**src/rtl/ifetch_prefetch_queue_pkg.sv**
```systemverilog
// ----------------------------------------------------------------------------
// ifetch_prefetch_queue_pkg
// Shared types and constants for the instruction prefetch queue.
//   NOP_INSTR    : add x0,x0,x0, shown on deq_instr whenever the head is invalid
//   INSTR_W/PC_W : instruction and program-counter widths
//   ENTRY_W      : width of one queued {pc, instr} pair
//   pq_entry_t   : packed {pc, instr} queue entry
//   fetch_state_t: run/halted state of the fetch engine
// ----------------------------------------------------------------------------
package ifetch_prefetch_queue_pkg;

    localparam int INSTR_W = 32;
    localparam int PC_W    = 32;
    localparam int ENTRY_W = PC_W + INSTR_W;

    localparam logic [INSTR_W-1:0] NOP_INSTR = 32'h0000_0033;
    localparam logic [PC_W-1:0]    PC_STEP   = 32'd4;

    typedef struct packed {
        logic [PC_W-1:0]    pc;
        logic [INSTR_W-1:0] instr;
    } pq_entry_t;

    typedef enum logic {
        FETCH_RUN    = 1'b0,
        FETCH_HALTED = 1'b1
    } fetch_state_t;

    // Instructions are word aligned; the low two address bits are dropped.
    function automatic logic [PC_W-1:0] align_word(input logic [PC_W-1:0] addr);
        return {addr[PC_W-1:2], 2'b00};
    endfunction

endpackage

```
**src/rtl/ifetch_prefetch_queue_if.sv**
```systemverilog
// ----------------------------------------------------------------------------
// ifetch_prefetch_queue_if
// Bundles the memory-port, control and dequeue signals of the prefetch queue.
//   master : the queue itself (drives imem_req/imem_addr and the deq_* side)
//   slave  : the surrounding pipeline and memory
// Signals:
//   mem_busy    MEM stage owns the memory port this cycle
//   imem_req    queue fetches this cycle (combinational)
//   imem_addr   fetch address
//   imem_rdata  instruction returned in the same cycle
//   redirect    flush and restart fetch at redirect_pc
//   redirect_pc new fetch address
//   halt        end of program: flush and stop fetching
//   deq_ready   IF/ID register loads this cycle
//   deq_valid   head entry is valid
//   deq_pc      PC of the head entry
//   deq_instr   head instruction, NOP when deq_valid=0
//   count       number of occupied entries
// ----------------------------------------------------------------------------
interface ifetch_prefetch_queue_if
    import ifetch_prefetch_queue_pkg::*;
#(
    parameter int DEPTH = 4
);
    localparam int CNT_W = $clog2(DEPTH) + 1;

    logic               mem_busy;
    logic               imem_req;
    logic [PC_W-1:0]    imem_addr;
    logic [INSTR_W-1:0] imem_rdata;
    logic               redirect;
    logic [PC_W-1:0]    redirect_pc;
    logic               halt;
    logic               deq_ready;
    logic               deq_valid;
    logic [PC_W-1:0]    deq_pc;
    logic [INSTR_W-1:0] deq_instr;
    logic [CNT_W-1:0]   count;

    modport master (
        input  mem_busy,
        input  imem_rdata,
        input  redirect,
        input  redirect_pc,
        input  halt,
        input  deq_ready,
        output imem_req,
        output imem_addr,
        output deq_valid,
        output deq_pc,
        output deq_instr,
        output count
    );

    modport slave (
        output mem_busy,
        output imem_rdata,
        output redirect,
        output redirect_pc,
        output halt,
        output deq_ready,
        input  imem_req,
        input  imem_addr,
        input  deq_valid,
        input  deq_pc,
        input  deq_instr,
        input  count
    );

endinterface

```
**src/rtl/ifetch_prefetch_queue_sync_fifo_pc_instr.sv**
```systemverilog
// ----------------------------------------------------------------------------
// sync_fifo_pc_instr
// DEPTH-entry synchronous FIFO of {pc, instr} pairs.
//   clk, rst : clock and synchronous active-high reset
//   flush    : discard all entries (pointers and count return to zero)
//   wr_en    : push wr_data at the write pointer
//   rd_en    : pop the head entry
//   rd_data  : head entry; a write only becomes visible the cycle after it
//   count    : registered occupancy
//   full     : count == DEPTH
//   empty    : count == 0
// Reset and flush take priority over any push or pop in the same cycle.
// ----------------------------------------------------------------------------
module sync_fifo_pc_instr
    import ifetch_prefetch_queue_pkg::*;
#(
    parameter int DEPTH = 4
) (
    input  logic                       clk,
    input  logic                       rst,
    input  logic                       flush,
    input  logic                       wr_en,
    input  pq_entry_t                  wr_data,
    input  logic                       rd_en,
    output pq_entry_t                  rd_data,
    output logic [$clog2(DEPTH):0]     count,
    output logic                       full,
    output logic                       empty
);

    localparam int PTR_W = $clog2(DEPTH);
    localparam int CNT_W = PTR_W + 1;

    pq_entry_t        mem_reg [DEPTH];
    logic [PTR_W-1:0] wr_ptr_reg;
    logic [PTR_W-1:0] rd_ptr_reg;
    logic [CNT_W-1:0] count_reg;
    logic [CNT_W-1:0] count_next;

    // Storage carries no reset; the count alone says which entries are live.
    always_ff @(posedge clk) begin
        if (wr_en) begin
            mem_reg[wr_ptr_reg] <= wr_data;
        end
    end

    always_comb begin
        count_next = count_reg;
        case ({wr_en, rd_en})
            2'b10:   count_next = count_reg + CNT_W'(1);
            2'b01:   count_next = count_reg - CNT_W'(1);
            default: count_next = count_reg;
        endcase
    end

    // DEPTH is a power of two, so the pointers wrap by plain overflow.
    always_ff @(posedge clk) begin
        if (rst || flush) begin
            wr_ptr_reg <= '0;
            rd_ptr_reg <= '0;
            count_reg  <= '0;
        end else begin
            if (wr_en) begin
                wr_ptr_reg <= wr_ptr_reg + PTR_W'(1);
            end
            if (rd_en) begin
                rd_ptr_reg <= rd_ptr_reg + PTR_W'(1);
            end
            count_reg <= count_next;
        end
    end

    assign rd_data = mem_reg[rd_ptr_reg];
    assign count   = count_reg;
    assign full    = (count_reg == CNT_W'(DEPTH));
    assign empty   = (count_reg == '0);

    a_no_underflow: assert property (@(posedge clk) disable iff (rst)
        !(rd_en && empty));

    a_no_overflow: assert property (@(posedge clk) disable iff (rst)
        !(wr_en && full));

    a_count_bound: assert property (@(posedge clk) disable iff (rst)
        count_reg <= CNT_W'(DEPTH));

endmodule

```
**src/rtl/ifetch_prefetch_queue.sv**
```systemverilog
// ----------------------------------------------------------------------------
// ifetch_prefetch_queue
// Instruction prefetch buffer between the unified single-ported memory and
// the IF/ID register. Sequential instructions are fetched only in cycles the
// MEM stage leaves the memory port free, and up to DEPTH {pc, instr} pairs
// are buffered so that data accesses do not starve the front end.
// Ports:
//   clk  : clock
//   rst  : synchronous active-high reset
//   bus  : ifetch_prefetch_queue_if.master (memory port, redirect/halt,
//          dequeue handshake, occupancy count)
// Priority per cycle: rst > halt > redirect > {fetch, pop}.
// ----------------------------------------------------------------------------
module ifetch_prefetch_queue
    import ifetch_prefetch_queue_pkg::*;
#(
    parameter int              DEPTH    = 4,
    parameter logic [PC_W-1:0] RESET_PC = 32'h0000_0000
) (
    input  logic                    clk,
    input  logic                    rst,
    ifetch_prefetch_queue_if.master bus
);

    fetch_state_t     state_reg;
    logic [PC_W-1:0]  fpc_reg;

    logic             halted;
    logic             flush;
    logic             fetch_en;
    logic             deq_valid_int;
    logic             pop;
    pq_entry_t        wr_entry;
    pq_entry_t        head_entry;
    logic [$clog2(DEPTH):0] fifo_count;
    logic             fifo_full;
    logic             fifo_empty;

    assign halted = (state_reg == FETCH_HALTED);
    assign flush  = bus.redirect | bus.halt;

    // Full is judged on the registered count, so a pop in the same cycle
    // does not free a slot for fetching until the next cycle. The memory
    // port is left alone while reset is applied.
    assign fetch_en = !rst && !halted && !bus.halt && !bus.redirect
                      && !bus.mem_busy && !fifo_full;

    // The head is hidden in a flush cycle so nothing stale reaches IF/ID.
    assign deq_valid_int = !fifo_empty && !bus.redirect && !bus.halt && !halted;
    assign pop           = deq_valid_int && bus.deq_ready;

    assign wr_entry.pc    = fpc_reg;
    assign wr_entry.instr = bus.imem_rdata;

    sync_fifo_pc_instr #(
        .DEPTH (DEPTH)
    ) u_fifo (
        .clk     (clk),
        .rst     (rst),
        .flush   (flush),
        .wr_en   (fetch_en),
        .wr_data (wr_entry),
        .rd_en   (pop),
        .rd_data (head_entry),
        .count   (fifo_count),
        .full    (fifo_full),
        .empty   (fifo_empty)
    );

    // Halt freezes fpc and is sticky until reset. A redirect still updates
    // fpc while halted; fetching stays off regardless.
    always_ff @(posedge clk) begin
        if (rst) begin
            state_reg <= FETCH_RUN;
            fpc_reg   <= RESET_PC;
        end else if (bus.halt) begin
            state_reg <= FETCH_HALTED;
        end else if (bus.redirect) begin
            fpc_reg <= align_word(bus.redirect_pc);
        end else if (fetch_en) begin
            fpc_reg <= fpc_reg + PC_STEP;
        end
    end

    assign bus.imem_req  = fetch_en;
    assign bus.imem_addr = fpc_reg;
    assign bus.deq_valid = deq_valid_int;
    assign bus.deq_pc    = deq_valid_int ? head_entry.pc    : '0;
    assign bus.deq_instr = deq_valid_int ? head_entry.instr : NOP_INSTR;
    assign bus.count     = fifo_count;

endmodule

```
**src/flat_wrapper.sv**
```systemverilog
// flat-port wrapper written by rule: the top's interface ports become plain ports
module ifetch_prefetch_queue_flat import ifetch_prefetch_queue_pkg::*;
#(
    parameter int              DEPTH    = 4,
    parameter logic [PC_W-1:0] RESET_PC = 32'h0000_0000
)
  (clk, rst, bus_mem_busy, bus_imem_rdata, bus_redirect, bus_redirect_pc, bus_halt, bus_deq_ready, bus_imem_req, bus_imem_addr, bus_deq_valid, bus_deq_pc, bus_deq_instr, bus_count);
  ifetch_prefetch_queue_if #(.DEPTH(DEPTH)) bus_i ();
  input  logic clk;
  input  logic rst;
  input wire logic [$bits(bus_i.mem_busy)-1:0] bus_mem_busy;
  input wire logic [$bits(bus_i.imem_rdata)-1:0] bus_imem_rdata;
  input wire logic [$bits(bus_i.redirect)-1:0] bus_redirect;
  input wire logic [$bits(bus_i.redirect_pc)-1:0] bus_redirect_pc;
  input wire logic [$bits(bus_i.halt)-1:0] bus_halt;
  input wire logic [$bits(bus_i.deq_ready)-1:0] bus_deq_ready;
  output wire logic [$bits(bus_i.imem_req)-1:0] bus_imem_req;
  output wire logic [$bits(bus_i.imem_addr)-1:0] bus_imem_addr;
  output wire logic [$bits(bus_i.deq_valid)-1:0] bus_deq_valid;
  output wire logic [$bits(bus_i.deq_pc)-1:0] bus_deq_pc;
  output wire logic [$bits(bus_i.deq_instr)-1:0] bus_deq_instr;
  output wire logic [$bits(bus_i.count)-1:0] bus_count;
  assign bus_i.mem_busy = bus_mem_busy;
  assign bus_i.imem_rdata = bus_imem_rdata;
  assign bus_i.redirect = bus_redirect;
  assign bus_i.redirect_pc = bus_redirect_pc;
  assign bus_i.halt = bus_halt;
  assign bus_i.deq_ready = bus_deq_ready;
  assign bus_imem_req = bus_i.imem_req;
  assign bus_imem_addr = bus_i.imem_addr;
  assign bus_deq_valid = bus_i.deq_valid;
  assign bus_deq_pc = bus_i.deq_pc;
  assign bus_deq_instr = bus_i.deq_instr;
  assign bus_count = bus_i.count;
  ifetch_prefetch_queue #(.DEPTH(DEPTH), .RESET_PC(RESET_PC)) u_core (.clk(clk), .rst(rst), .bus(bus_i));
endmodule
```
**config.mk**
```make
export PLATFORM = sky130hd
export DESIGN_NAME = ifetch_prefetch_queue_flat
export DESIGN_NICKNAME = d
export VERILOG_FILES = /design/src/rtl/ifetch_prefetch_queue_pkg.sv /design/src/rtl/ifetch_prefetch_queue_if.sv /design/src/rtl/ifetch_prefetch_queue_sync_fifo_pc_instr.sv /design/src/rtl/ifetch_prefetch_queue.sv /design/src/flat_wrapper.sv
export SDC_FILE = /design/constraint.sdc
export NUM_CORES = 1
export LEC_CHECK = 0
export CAP_MARGIN = 20
export CORE_AREA = 4 4 151 153
export CTS_BUF_LIST = sky130_fd_sc_hd__clkbuf_4 sky130_fd_sc_hd__clkbuf_8
export DETAILED_ROUTE_END_ITERATION = 10
export DIE_AREA = 0 0 155 157
export PLACE_DENSITY = 0.83
export SLEW_MARGIN = 20
export SYNTH_ARGS = -nofsm -noshare
export SYNTH_HDL_FRONTEND = slang
export SYNTH_SLANG_ARGS = --single-unit
```
**constraint.sdc**
```tcl
create_clock -name clk -period 4.3 [get_ports clk]
set_input_delay 0.43 -clock clk [delete_from_list [all_inputs] [get_ports clk]]
set_output_delay 0.43 -clock clk [all_outputs]
set_load 0.01 [all_outputs]
```
==> parameters.txt, run 1 <==
Parameter                              Value

Critical path
  Slack of the worst reg-to-reg path    1.68 ns
  Data required time at the worst endpoint    3.87 ns
  Kind of cell adding the most delay to the critical path    buffers and inverters
  Critical Path Sink Type    primary output
  Startpoint of the worst register-to-register path    u_core.u_fifo.count[0]
  Worst Path Buf+Inv    2
  Critical path type    reg -> out
  Crit path cell chain    buf_4, mux4_2, and2_1, clkdlybuf4s50_1
  Startpoint type of the worst setup path    flop
  Peak fanout along the critical path    36
  Max stage delay on crit path    0.81 ns
  Worst reg2reg path depth    10
  Cell with the largest stage delay on the worst path    sky130_fd_sc_hd__dfxtp_4
  Critical path depth in cells    4
  Arrival time of data at the critical path endpoint    2.97 ns

Timing
  Fin Hold WS    0.4152 ns
  # setup viols final    0
  Setup repair after global routing missed its margin    no
  Final Hold Violating Endpoints    0
  Final clock period utilization by the worst path    78.99%
  Minimum clock period after layout    3.397 ns
  Setup tns final    0 ns
  Worst-case clock skew    0.02853 ns
  Slew at the pin with the worst max-slew slack    0.9223 ns
  Timing-limited maximum frequency    0.2944 GHz
  Number of pins with negative max-slew slack in the final report    0
  Worst-case headroom to the max-slew limit    38.51%

Detailed routing
  DR WL/cell    20.80 µm
  Via-to-Cell Ratio    5.776
  Count of routing violations after the opening detailed-route iteration    562
  Detailed-routing iteration count for the pre-antenna-repair pass    5
  Detailed-route wire length    25.48 mm
  Total vias in the final route    7,076
  Number of remaining DRC errors    0
  Count of antenna-violating nets left after detailed routing    0

Place
  GP Congestion    0.8682
  Count of input and output buffers    164
  Half-perimeter wire length of the detailed placement result    16.34 mm

Logic synthesis
  Number of enable flip-flop cells after synthesis    248
  Synth warnings    0
  Number of storage elements in the synthesis netlist    288
  Most used flip-flop cell after synthesis    sky130_fd_sc_hd__edfxtp_1
  Synth Cell Area    11,930 µm²
  Synth Area in XOR/XNOR    0.3672%
  Asr flop ratio synth    0%
  Post-Synthesis Cells    725
  Simple-gate portion of the synthesized area    10.03%
  Dominant combinational cell family by area after synthesis    multiplexers
  Multiplexer share of the synthesized area    12.73%
  Count of different cell masters after synthesis    61
  Sequential cell area fraction in the yosys report    69.16%
  Adder-cell share of the synthesized area    0.7973%
  Fraction of the mapped netlist area in compound gates    4.742%
  Mean instance size in the synthesized netlist    16.45 µm²

Layout
  Share of final-layout standard cells stronger than drive strength 1    19.15%
  Area growth from synthesis to final layout    24.31%
  Most common cell after layout, fill and taps aside    sky130_fd_sc_hd__edfxtp_1
  # nets final    993
  Fill cell count    1,422
  Diodes inserted    0
  Flip-flop count of the largest register after layout    248
  Top library cells by usage in the layout, fill and taps aside    sky130_fd_sc_hd__edfxtp_1, sky130_fd_sc_hd__clkdlybuf4s50_1, sky130_fd_sc_hd__and2_1, sky130_fd_sc_hd__mux4_2

Hold path
  Cell depth of the worst hold path    4
  Tightest Hold Check Type    in -> reg
  Launch point of the worst hold path    bus_redirect

Clocking
  Worst-Skew Late Latency    0.54 ns
  # H-tree levels    2
  Sinks on the clock net    288
  Max clock buf depth    3
  Clock tree from TritonCTS    done
  Number of CTS-inserted buffers    46
  Clock root buffer    sky130_fd_sc_hd__clkbuf_8
  Clock slew at the register clock pins of the worst setup and hold paths    0.06 ns
  Post-CTS sizing    0
  Count of buffers added by post-CTS timing repair for setup    0
  Hold Buf Count CTS    0

Floorplanning
  Y dimension of the die    157 µm
  Die X    155 µm
  I/O pin count    171
  DIE AREA    24,340 µm²
  Standard-cell row count    54
  Effective utilization at floorplan    55.33%
  Area of the core    21,550 µm²

GRT
  Global-route wire length before repair    40.15 mm
  Initial antenna violation count    0
  Global-route usage over all layers    21.18%
  Pin count of the biggest net entering global routing    63
  Overflow after GRT    0
  Vias in the first global route    7,288

Run
  Max-capacitance violation count    0

Power
  Leakage power    4.892 nW
  Peak supply drop    0.0002254 V
  Total power density per cell area    375.5 nW/µm²

Run status
  Status    finished, final reports clean
-- final cells by class --
cell class | instances | area [µm²] | area share, %
multi-input cells | 383 | 3457 | 23.32
repair buffers | 185 | 1869 | 12.61
clock inverters | 10 | 45.04 | 0.3038
well taps | 280 | 350.3 | 2.363
inverters | 12 | 45.04 | 0.3038
clock buffers | 67 | 803.3 | 5.418
flip-flops and latches | 288 | 8255 | 55.68
-- Yosys cell counts, types with 11 or more instances --
cell type                  count  area (µm²)
sky130_fd_sc_hd__a21oi_1      16       80.08
sky130_fd_sc_hd__a22oi_1      11       82.58
sky130_fd_sc_hd__and2_1       66       412.9
sky130_fd_sc_hd__buf_2        13       65.06
sky130_fd_sc_hd__clkbuf_1     23       86.33
sky130_fd_sc_hd__dfxtp_1      40       800.8
sky130_fd_sc_hd__edfxtp_1    248        7447
sky130_fd_sc_hd__inv_1        12       45.04
sky130_fd_sc_hd__mux2i_1      11       110.1
sky130_fd_sc_hd__mux4_2       62        1396
sky130_fd_sc_hd__nand2_1      24       90.09
sky130_fd_sc_hd__nand4_1      11       68.82
sky130_fd_sc_hd__nor2_1       48       180.2
sky130_fd_sc_hd__nor3_1       12       60.06
sky130_fd_sc_hd__o21ai_0      14       70.07
-- tightest hold or removal path, stage by stage --
cell and delay, ns:
sky130_fd_sc_hd__buf_2 0.19, sky130_fd_sc_hd__nor2_4 0.09, sky130_fd_sc_hd__nand4_1 0.07, sky130_fd_sc_hd__and3_1 0.13
-- final timing paths --
| check | end |
|---|---|
| max | bus_deq_instr[19] |
| min | u_core.bus.imem_addr[26] |
| max reg2reg | u_core.u_fifo.count[2] |
| min reg2reg | u_core.u_fifo.count[2] |
-- per-layer routing --
| layer | global-route usage (%) | wire (µm) | share of wire (%) |
|---|---|---|---|
| met5 | 0 | 0 | 0 |
| met4 | 6.392 | 530 | 2.1 |
| met3 | 4.702 | 1842 | 7.2 |
| met2 | 34.21 | 12550 | 49 |
| met1 | 29.38 | 10550 | 41 |
-- where the power goes --
part | switching (mW) | internal [mW]
Clock | 0.965 | 1.19
Combinational | 0.131 | 0.150
Sequential | 0.0539 | 3.08
-- stage by stage --
step	instances	util (%)	power, mW	setup slack (ns)	area [µm²]
2_1_floorplan	728	-	3.307	1.040	11940
3_3_place_gp	1148	64.81	3.463	1.130	13970
3_5_place_dp	1148	64.81	3.471	1.080	13970
4_1_cts	1225	68.75	5.622	0.7779	14820
5_1_grt	1225	68.79	5.796	0.6800	14830
6_report	1225	68.79	5.567	0.9034	14830
-- cells by family after synthesis --
logic type                 count (synthesis)
xor gates and xnor gates                   5
buffers and inverters                     57
muxes                                     74
AOI/OAI and AO/OA                         82
other                                      1
and+or+nand+nor                          211
adders and majority gates                  7
DFF                                      288
No activity file was read; power rests on OpenSTA's default activity.
==> inputs of run 2 (changes only) <==
--- a/config.mk
+++ b/config.mk
@@ -6,11 +6,11 @@
 export NUM_CORES = 1
 export LEC_CHECK = 0
 export CAP_MARGIN = 20
-export CORE_AREA = 4 4 151 153
+export CORE_AREA = 4 4 158 160
 export CTS_BUF_LIST = sky130_fd_sc_hd__clkbuf_4 sky130_fd_sc_hd__clkbuf_8
 export DETAILED_ROUTE_END_ITERATION = 10
-export DIE_AREA = 0 0 155 157
-export PLACE_DENSITY = 0.83
+export DIE_AREA = 0 0 162 164
+export PLACE_DENSITY = 0.8
 export SLEW_MARGIN = 20
 export SYNTH_ARGS = -nofsm -noshare
 export SYNTH_HDL_FRONTEND = slang
==> constraint.sdc (replaced) <==
create_clock -name clk -period 3.1 [get_ports clk]
set_input_delay 0.31 -clock clk [delete_from_list [all_inputs] [get_ports clk]]
set_output_delay 0.31 -clock clk [all_outputs]
set_load 0.01 [all_outputs]
==> parameters.txt, run 2 (synthesized netlist as in run 1, its figures left out) <==
Parameter                              Value

Critical path
  Startpoint of the worst register-to-register path    u_core.u_fifo.count[2]
  Critical Path Sink Type    primary output
  Peak fanout along the critical path    11
  Critical R2R Capture    u_core.u_fifo.count[2]
  Startpoint type of the worst setup path    flop
  Worst reg2reg path depth    10
  Critical path type    reg -> out
  Slack of the worst reg-to-reg path    0.77 ns
  Arrival time of data at the critical path endpoint    2.56 ns
  Data required time at the worst endpoint    2.79 ns

Timing
  Fin Hold WS    0.1911 ns
  Minimum clock period after layout    2.874 ns
  Worst-case headroom to the max-slew limit    45.34%
  Setup tns final    0 ns
  Final Hold Violating Endpoints    0
  Timing-limited maximum frequency    0.3479 GHz
  Slew at the pin with the worst max-slew slack    0.8136 ns
  Worst-case clock skew    0.01792 ns
  Setup repair after global routing missed its margin    no
  Setup WS post-layout    0.2260 ns
  # setup viols final    0
  Final clock period utilization by the worst path    92.71%
  Number of pins with negative max-slew slack in the final report    0

Clocking
  Hold Buf Count CTS    0
  Clock tree from TritonCTS    done
  Post-CTS sizing    0
  Clock root buffer    sky130_fd_sc_hd__clkbuf_8
  Sinks on the clock net    288
  Clock slew at the register clock pins of the worst setup and hold paths    0.06 ns
  Number of CTS-inserted buffers    46
  Count of buffers added by post-CTS timing repair for setup    0
  Worst-Skew Late Latency    0.53 ns
  # H-tree levels    2
  Max clock buf depth    3

Place
  Half-perimeter wire length of the detailed placement result    16.48 mm
  Placement-stage worst setup slack    0.2905 ns
  Count of input and output buffers    164
  GP Congestion    0.8749

Run status
  Status    finished, final reports clean

Detailed routing
  Number of remaining DRC errors    0
  Count of antenna-violating nets left after detailed routing    0
  Total vias in the final route    7,042
  DR WL/cell    20.18 µm
  Detailed-route wire length    25.83 mm
  Via-to-Cell Ratio    5.502
  Detailed-routing iteration count for the pre-antenna-repair pass    5
  Count of routing violations after the opening detailed-route iteration    715

Layout
  Diodes inserted    0
  Flip-flop count of the largest register after layout    248
  # nets final    1,001
  Most common cell after layout, fill and taps aside    sky130_fd_sc_hd__edfxtp_1
  Top library cells by usage in the layout, fill and taps aside    sky130_fd_sc_hd__edfxtp_1, sky130_fd_sc_hd__clkdlybuf4s50_1, sky130_fd_sc_hd__and2_1, sky130_fd_sc_hd__mux4_2
  Share of final-layout standard cells stronger than drive strength 1    19.56%
  Area growth from synthesis to final layout    25.92%
  Fill cell count    1,661
  Fraction of the core area covered by cells at the end of the flow    64.17%

Hold path
  Hold EP    u_core.bus.imem_addr[27]
  Launch point of the worst hold path    bus_redirect
  Cell depth of the worst hold path    3
  Tightest Hold Check Type    in -> reg

Floorplanning
  Area of the core    23,400 µm²
  Die X    162 µm
  Y dimension of the die    164 µm
  I/O pin count    171
  Effective utilization at floorplan    50.96%
  Standard-cell row count    56
  DIE AREA    26,570 µm²

GRT
  Met3 track demand over resource    3.965%
  Grt met2 use    31.60%
  Initial antenna violation count    0
  Met1 usage    27.18%
  Global-route wire length before repair    40.15 mm
  Highest-utilization routing layer at the global route stage    met2
  Global-route usage over all layers    19.44%
  Vias in the first global route    7,118
  Pin count of the biggest net entering global routing    65
  Overflow after GRT    0

Run
  Max-capacitance violation count    0

Power
  Peak supply drop    0.0002665 V
  Total power density per cell area    513.9 nW/µm²
  Post-layout power    7.717 mW
  Leakage power    4.956 nW
run 2: worst max path at each step:
| stage | from | end | slack [ns] |
|---|---|---|---|
| 6_report | flop | bus_deq_pc[14] | 0.23 |
| 5_1_grt | flop | bus_deq_pc[14] | 0.09 |
| 4_1_cts | flop | bus_deq_pc[14] | 0.01 |
| 3_5_place_dp | bus_halt | u_core.u_fifo.count[2] | 0.29 |
| 3_3_place_gp | bus_halt | u_core.u_fifo.count[2] | 0.32 |
| 2_1_floorplan | u_core.halted | u_core.u_fifo.mem_reg[0][0] | 0.59 |
run 2: worst max-delay path, cell delays in order, from the launching register on:
cell	delay, ns
sky130_fd_sc_hd__dfxtp_4	0.56
sky130_fd_sc_hd__buf_4	0.27
sky130_fd_sc_hd__mux4_2	0.54
sky130_fd_sc_hd__and2_1	0.19
sky130_fd_sc_hd__clkdlybuf4s50_1	0.48
run 2: area by class of cell:
cell class	count	area [µm²]	share of cell area, %
Clock buffer	59	743.2	4.949
Clock inverter	26	113.9	0.7581
Inverter	12	45.04	0.2999
Multi-Input combinational cell	383	3450	22.97
Sequential cell	288	8255	54.97
Tap cell	319	399.1	2.658
Timing Repair Buffer	193	2012	13.40
run 2: report_power, final:
part           leakage [nW]  switching (mW)  internal, mW
Clock                 0.458            1.40          1.57
Sequential             2.65          0.0696          4.27
Combinational          1.85           0.190         0.216
run 2: routing by layer:
metal	vias up	wire, µm
met1	3494	11210
met2	269	12540
met5	-	0
met3	42	1582
met4	0	499
li1	3237	-
run 2: through the flow:
step                      cells  cell area, µm²
final                      1280           15020
after global routing       1280           15020
after CTS                  1279           14990
after detailed placement   1194           14130
after global placement     1194           14130
after floorplan             728           11940
==> inputs of run 3 (changes only) <==
--- a/config.mk
+++ b/config.mk
@@ -6,11 +6,12 @@
 export NUM_CORES = 1
 export LEC_CHECK = 0
 export CAP_MARGIN = 20
-export CORE_AREA = 4 4 158 160
+export CORE_AREA = 2 2 146 148
 export CTS_BUF_LIST = sky130_fd_sc_hd__clkbuf_4 sky130_fd_sc_hd__clkbuf_8
 export DETAILED_ROUTE_END_ITERATION = 10
-export DIE_AREA = 0 0 162 164
-export PLACE_DENSITY = 0.8
+export DIE_AREA = 0 0 148 150
+export DONT_BUFFER_PORTS = 1
+export PLACE_DENSITY = 0.78
 export SLEW_MARGIN = 20
 export SYNTH_ARGS = -nofsm -noshare
 export SYNTH_HDL_FRONTEND = slang
==> parameters.txt, run 3 (synthesized netlist as in run 1, its figures left out) <==
Parameter                              Value

GRT
  Global-route wire length before repair    39.72 mm
  Vias in the first global route    7,040
  Overflow after GRT    0
  Global-route usage over all layers    23.41%
  Initial antenna violation count    0
  Pin count of the biggest net entering global routing    65

Clocking
  Hold Buf Count CTS    46
  Count of buffers added by post-CTS timing repair for setup    0
  Clock root buffer    sky130_fd_sc_hd__clkbuf_8
  Clock tree from TritonCTS    done
  Max clock buf depth    3
  Worst-Skew Late Latency    0.55 ns
  Sinks on the clock net    288
  Post-CTS sizing    0
  Number of CTS-inserted buffers    47
  # H-tree levels    2
  Clock slew at the register clock pins of the worst setup and hold paths    0.06 ns

Layout
  Flip-flop count of the largest register after layout    248
  Fraction of the core area covered by cells at the end of the flow    66.76%
  Area growth from synthesis to final layout    15.82%
  Top library cells by usage in the layout, fill and taps aside    sky130_fd_sc_hd__edfxtp_1, sky130_fd_sc_hd__and2_1, sky130_fd_sc_hd__mux4_2
  # nets final    871
  Diodes inserted    0
  Most common cell after layout, fill and taps aside    sky130_fd_sc_hd__edfxtp_1
  Final non-filler cell total    1,107
  Share of final-layout standard cells stronger than drive strength 1    22.12%

Timing
  Worst-case clock skew    0.02506 ns
  Number of pins with negative max-slew slack in the final report    0
  Worst-case headroom to the max-slew limit    37.54%
  Timing-limited maximum frequency    0.3518 GHz
  Minimum clock period after layout    2.842 ns
  Setup tns final    0 ns
  # setup viols final    0
  Final clock period utilization by the worst path    91.68%
  Slew at the pin with the worst max-slew slack    0.9284 ns
  Setup repair after global routing missed its margin    no
  Fin Hold WS    0.02950 ns
  Final Hold Violating Endpoints    0

Critical path
  Critical path type    reg -> reg
  Data required time at the worst endpoint    3.59 ns
  Peak fanout along the critical path    11
  Crit path cell chain    nand4_2, nor4_2, nand4_1, a21o_1, a21oi_1, dlygate4sd3_1
  Startpoint type of the worst setup path    flop
  Max stage delay on crit path    0.68 ns
  Cell with the largest stage delay on the worst path    sky130_fd_sc_hd__nor4_2
  Arrival time of data at the critical path endpoint    3.33 ns
  Worst Path Buf+Inv    1
  Critical Path Sink Type    flop
  Kind of cell adding the most delay to the critical path    simple AND/OR/NAND/NOR gates

Detailed routing
  Number of remaining DRC errors    0
  Detailed-route wire length    25.74 mm
  Via-to-Cell Ratio    6.069
  Count of routing violations after the opening detailed-route iteration    480
  DR WL/cell    23.25 µm
  Count of antenna-violating nets left after detailed routing    0
  Detailed-routing iteration count for the pre-antenna-repair pass    7
  Total vias in the final route    6,718

Floorplanning
  I/O pin count    171
  Die X    148 µm
  DIE AREA    22,200 µm²
  Standard-cell row count    53
  Area of the core    20,690 µm²
  Y dimension of the die    150 µm
  Effective utilization at floorplan    57.64%

Place
  GP Congestion    0.9646
  Count of input and output buffers    0
  Half-perimeter wire length of the detailed placement result    15.76 mm
  Inst Count DP    974

Run
  Max-capacitance violation count    0

Run status
  Status    finished, final reports clean

Power
  Total power density per cell area    601.9 nW/µm²
  Peak supply drop    0.0003730 V
  Post-layout power    8.315 mW
  Leakage power    4.574 nW

Hold path
  Tightest Hold Check Type    in -> reg
-- run 3: cell count changes in the layout (fill, tap and decap cells not counted), sizes merged, moves of 5 or more --
cell,before,now
clkdlybuf4s50,163,0
dlygate4sd3,0,45
clkinv,25,10
buf,30,17
clkbuf,59,72
bufinv,0,5
-- run 3: where the power goes --
| part | internal [mW] | leakage [nW] | switching [mW] |
|---|---|---|---|
| Sequential | 4.27 | 2.65 | 0.0963 |
| Combinational | 0.132 | 1.36 | 0.139 |
| Clock | 2.25 | 0.567 | 1.43 |
| Total | 6.65 | 4.57 | 1.67 |
-- run 3: worst paths after layout --
kind,startpoint,to,slack (ns),cells past startpoint
setup / recovery,u_core.bus.imem_addr[7],u_core.bus.imem_addr[27],0.26,6
hold / removal,bus_redirect_pc[29],u_core.bus.imem_addr[29],0.03,2
setup reg to reg,u_core.bus.imem_addr[7],u_core.bus.imem_addr[27],0.26,6
hold reg to reg,u_core.u_fifo.rd_ptr_reg[0],flop,0.55,2
-- run 3: layout make-up --
type	count	area, µm²
Sequential cell	288	8255
Fill cell	1407	6877
Multi-Input combinational cell	383	3450
Clock buffer	72	890.9
Timing Repair Buffer	62	638.1
Tap cell	275	344.1
Clock inverter	15	190.2
Inverter	12	45.04
-- run 3: per-stage QoR --
stage	worst slack, ns	area (µm²)
after floorplan	0.5942	11940
after global placement	0.6002	12280
after detailed placement	0.4793	12280
after CTS	0.3447	13820
after global routing	0.1898	13810
final	0.2579	13810
-- run 3: per-layer routing --
layer	track usage [%]	vias to the layer above	wire length, µm
met5	0	-	0
met4	6.476	0	426
met3	6.829	41	2017
met2	38.33	300	12740
met1	31.08	3395	10560
li1	-	2982	-
